`config.mk`:
```
export PLATFORM = sky130hd
export DESIGN_NAME = fpu_result_queue
export DESIGN_NICKNAME = d
export VERILOG_FILES = /design/src/rtl/fpu_pkg.sv /design/src/rtl/fpu_result_queue.sv
export SDC_FILE = /design/constraint.sdc
export NUM_CORES = 1
export LEC_CHECK = 0
export ABC_AREA = 1
export CORE_MARGIN = 8
export CORE_UTILIZATION = 50
export CTS_CLUSTER_SIZE = 20
export DETAILED_ROUTE_END_ITERATION = 12
export PLACE_DENSITY = 0.74
export SYNTH_ARGS = -nofsm -noshare
export SYNTH_HDL_FRONTEND = slang
export SYNTH_SLANG_ARGS = --single-unit
```
`constraint.sdc`:
```
create_clock -name clk -period 6.7 [get_ports clk]
set_input_delay 1.005 -clock clk [delete_from_list [all_inputs] [get_ports clk]]
set_output_delay 1.005 -clock clk [all_outputs]
set_load 0.005 [all_outputs]
```
`src/rtl/fpu_pkg.sv`:
```
// Shared FP constants and the result-queue entry type used by the
// multiplier result path.
package fpu_pkg;

  localparam int FLOAT_W       = 32;
  localparam int EXP_LSB       = 23;
  localparam int MANT_W        = 23;
  localparam int DEFAULT_TAG_W = 5;

  typedef struct packed {
    logic [FLOAT_W-1:0]       data;
    logic [DEFAULT_TAG_W-1:0] tag;
    logic                     zero;
  } fpu_result_t;

endpackage

```
`src/rtl/fpu_result_queue.sv`:
```
// FIFO of multiplier results (value, destination tag, zero flag) feeding the
// FP register-file write port over a valid/ready handshake.
module fpu_result_queue
  import fpu_pkg::*;
#(
  parameter int DEPTH = 4,
  parameter int TAG_W = DEFAULT_TAG_W
) (
  input  logic                     clk,
  input  logic                     rstn,
  input  logic                     flush,
  input  logic                     in_valid,
  output logic                     in_ready,
  input  logic [FLOAT_W-1:0]       in_data,
  input  logic [TAG_W-1:0]         in_tag,
  output logic                     out_valid,
  input  logic                     out_ready,
  output logic [FLOAT_W-1:0]       out_data,
  output logic [TAG_W-1:0]         out_tag,
  output logic                     out_zero,
  output logic [$clog2(DEPTH):0]   count
);

  localparam int PTR_W = $clog2(DEPTH);
  localparam int CNT_W = PTR_W + 1;

  // Handshake: a transfer happens on a rising edge where valid && ready are
  // both high; ready/valid here depend only on the registered count.

  if (DEPTH < 2 || (DEPTH & (DEPTH - 1)) != 0) begin : g_bad_depth
    $error("fpu_result_queue: DEPTH must be a power of two >= 2");
  end
  if (TAG_W != DEFAULT_TAG_W) begin : g_bad_tag
    $error("fpu_result_queue: TAG_W must match fpu_pkg::DEFAULT_TAG_W");
  end

  fpu_result_t        r_mem [DEPTH];
  logic [PTR_W-1:0]   r_wr_ptr;
  logic [PTR_W-1:0]   r_rd_ptr;
  logic [CNT_W-1:0]   r_count;

  logic               w_push;
  logic               w_pop;
  fpu_result_t        w_wr_entry;
  fpu_result_t        w_head;

  assign in_ready  = (r_count < CNT_W'(DEPTH));
  assign out_valid = (r_count != '0);
  assign count     = r_count;

  // Flush overrides any transfer presented in the same cycle.
  assign w_push = in_valid && in_ready && !flush;
  assign w_pop  = out_valid && out_ready && !flush;

  always_comb begin
    w_wr_entry      = '0;
    w_wr_entry.data = in_data;
    w_wr_entry.tag  = in_tag;
    // Underflow is flushed to signed zero upstream, so ignore the sign bit.
    w_wr_entry.zero = (in_data[FLOAT_W-2:0] == '0);
  end

  always_ff @(posedge clk) begin
    if (w_push) begin
      r_mem[r_wr_ptr] <= w_wr_entry;
    end
  end

  always_ff @(posedge clk or negedge rstn) begin
    if (!rstn) begin
      r_wr_ptr <= '0;
      r_rd_ptr <= '0;
      r_count  <= '0;
    end else if (flush) begin
      r_wr_ptr <= '0;
      r_rd_ptr <= '0;
      r_count  <= '0;
    end else begin
      if (w_push) begin
        r_wr_ptr <= r_wr_ptr + PTR_W'(1);
      end
      if (w_pop) begin
        r_rd_ptr <= r_rd_ptr + PTR_W'(1);
      end
      case ({w_push, w_pop})
        2'b10:   r_count <= r_count + CNT_W'(1);
        2'b01:   r_count <= r_count - CNT_W'(1);
        default: r_count <= r_count;
      endcase
    end
  end

  assign w_head   = r_mem[r_rd_ptr];
  assign out_data = w_head.data;
  assign out_tag  = w_head.tag;
  assign out_zero = w_head.zero;

  a_no_push_when_full : assert property (
    @(posedge clk) disable iff (!rstn) !(in_valid && !in_ready)
  ) else $warning("fpu_result_queue: in_valid while full, result dropped");

endmodule

```
==> results.md <==
- Outcome: finished, final reports clean
- Leakage power: ~2.6 nW
- Post-synthesis area per instance: roughly 14 um2
- PortBufs: between 80 and 90
- ANT cells: 0
- Worst vdd rail ir drop: between 0.15 and 0.2 mV
- R2r worst-path depth: 4
- Final period util: a little under three fifths
- Row count: 40
- Synth Area in XOR/XNOR: less than 1%
- Largest net degree at the start of global routing: 78
- Final worst path period need: 3.726 ns
- Element type at the critical path end: primary output
- Mapped Area: roughly 6100 um2
- CTS Root Cell: clkbuf_16
- Post-CTS resize count: 0
- Post-synthesis mux area share: 0%
- Vias in the first global route: slightly below 4000
- Synth top area share: 74.31%
- Die height: 126.8 um
- Buf/Inv on CP: 4
- Core area: 12010 um2
- CTS buffer count: 17
- Synth Area in Compound Gates: around 11%
- Synth async-reset ratio: about 4.4%
- Hold Path Class: flip-flop to flip-flop
- R2R Path End: r_mem[3][2]$_DFFE_PP_
- Clk_lat worst skew: about 0.41 ns
- Final setup viols: 0
- Most used cell, CP: buf_4
- DR WL/cell: around 19 um
- Final wirelength: around 13000 um
- Largest family of logic cells by synthesized area: compound AO/OA/AOI/OAI gates
- Final Hold Vio Count: 0
- RR Startpoint: count[2]$_DFFE_PN0P_
- Slew @ Worst Pin: about 0.77 ns
- RSZ-0062 raised after global routing: no
- DIE AREA: around 16000 um2
- F_max: 268.4 MHz
- Cells after synthesis: ~450
- Antenna-violating nets left: 0
- Hold path cells: 1
- Most common library cells after synthesis: 152 x edfxtp_1, 91 x nor2_1, 73 x o21ai_0
- Antenna violations before repair: 0
- Io pins: 85
- WS Path Type: flip-flop to primary output
- Distinct cells, synth: 25
- Initial DRC count: ~380
- Fin. max-slew vios: 0
- Crit path DAT: ~2.7 ns
- Placed inst area: 7157 um2
- Max Cap Viol: 0
- Final Power: between 2 and 3 mW
- Clk sinks: 159
- Ranking of synthesized cells by area: edfxtp_1 74%, o21ai_0 5.9%, nor2_1 5.6%, o22ai_1 3.9%, dfrtp_1 2.9%
- Post-CTS Hold Buffers: 0
- Post-CTS Setup Repair Bufs: 0
- Synth warn: 0
- P&R area growth vs syn: 25.97%
- Setup TNS: 0 ns
- Dominant cell by count in the synthesized netlist: edfxtp_1
- # H-tree levels: 4
- Crit path max fanout: 39
- Slew headroom: 48.72%
- Post-Synth Adder-Cell Area: roughly 1.1%
- Pwr dens: roughly 340 nW/um2
- Max Buffers Root-to-Sink: 2
- CP max stage delay: 0.56 ns
- WHS Endpoint: r_wr_ptr[0]$_DFFE_PN0P_
- DP HPWL: 7793 um
- Effective utilization at floorplan: roughly 51%
- Family with the most delay on the worst path: buffers and inverters
- First-pass DRT Iterations: 5
- All-layer global routing usage: between 15 and 20%
- Startpoint Class: flip-flop
- Util after Layout: 64.42%
- Design area: around 7700 um2
- Area leader, netlist: edfxtp_1
- Worst-path clk slew: roughly 0.060 ns
- Global placer's final weighted congestion: roughly 0.8
- Residual DRC count: 0
- CP Cell Sequence: buf_4, inv_1, buf_4, o21ai_0, o22ai_1, clkdlybuf4s50_1
- Critical-path top delay cell: clkdlybuf4s50_1
- #FFs+latches synth: roughly 160
- Final Skew: roughly 0.0069 ns
- Vias: just under 4000
- Post-synth top flop: edfxtp_1
- Critical Path RT: 5.69 ns
- Die X: ~130 um
- HP Start: r_wr_ptr[0]$_DFFE_PN0P_
- Synthesized Nets: about 490
- Fillers: around 870
- Layout cells sized above 1: around 9%
- GRT overflow: 0
- Simple-Gate Fraction of Synth Area: ~8.1%
- FF-to-FF setup slack: 4.38 ns
- Register area share after synthesis: 77.16%
- Vias per inst: approximately 5.7
- Nets: between 500 and 600
- CTS tree: done
- First-pass GRT wire length: around 21000 um
- EDFF count, synth: 152
==> placed cells by master, fill, tap and decap left out, types with 4 or more instances in the layout <==
cell / n
buf_4: 8
o22ai_1: 38
clkdlybuf4s50_1: 84
o21ai_0: 73
edfxtp_1: 152
dfrtp_1: 6
nor2_4: 4
nor2_1: 87
inv_1: 11
clkbuf_16: 17
ha_1: 4
nand4_1: 4
o21ai_1: 7
nand2_1: 12
==> power breakdown <==
group | switching, mW | total [mW] | internal (mW)
sequential | 0.0187 | 1.16 | 1.14
combinational | 0.276 | 0.512 | 0.236
clock | 0.357 | 0.938 | 0.581
==> worst register-to-register path, stage by stage, from the launching register on <==
cell     delay [ns]
dfrtp_1        0.46
nor2_1         0.23
nand2_1        0.29
nor2_4         0.59
buf_4          0.42
==> routing by layer <==
| metal | vias to the layer above | share of wire (%) | GRT usage [%] |
|---|---|---|---|
| met5 | - | 0 | 0 |
| met4 | 0 | 1.2 | 6.298 |
| met3 | 11 | 6.6 | 4.692 |
| met2 | 149 | 49 | 26.81 |
| met1 | 1933 | 43 | 21.29 |
| li1 | 1828 | - | - |
==> stage by stage <==
step / hold slack [ns] / std cells / worst slack, ns
after floorplan: 0.5135 / 445 / 3.312
after global placement: 0.5590 / 660 / 3.291
after detailed placement: 0.5677 / 660 / 3.258
after CTS: 0.5781 / 692 / 2.960
after global routing: 0.6002 / 692 / 2.816
final: 0.5750 / 692 / 2.974
==> sequential cells by signal, indices dropped and copies added (netlist names) <==
signal,cells
count,3
r_mem,152
r_wr_ptr,2
r_rd_ptr,2
==> cell families after synthesis <==
| logic type | Yosys count |
|---|---|
| XOR/XNOR | 1 |
| flip-flops | 159 |
| AO/OA/AOI/OAI | 122 |
| AND/OR/NAND/NOR | 121 |
| adder cells (fa/ha/maj) | 5 |
| buffers and inverters | 37 |
==> worst max-delay path by stage <==
stage / from / endpoint / slack (ns) / depth (start not counted)
detailed placement: in_valid / r_mem[3][4]$_DFFE_PP_ / 3.26 / 6
global placement: in_valid / r_mem[3][12]$_DFFE_PP_ / 3.29 / 6
global route: r_rd_ptr[1]$_DFFE_PN0P_ / out_data[14] / 2.82 / 6
floorplan: in_valid / r_mem[0][0]$_DFFE_PP_ / 3.31 / 4
CTS: r_rd_ptr[1]$_DFFE_PN0P_ / out_zero / 2.96 / 6
finish: r_rd_ptr[1]$_DFFE_PN0P_ / out_data[14] / 2.97 / 6
==> final cells by class <==
class	instances	area (um2)	share of cell area [%]
clock inverter	12	143.9	1.860
clock buffer	20	436.7	5.644
timing repair buffer	92	900.9	11.64
sequential	159	4741	61.27
tap	147	183.9	2.377
multi-input combinational	249	1282	16.58
inverter	13	48.80	0.6307
Power figures use the tool's default switching activity.
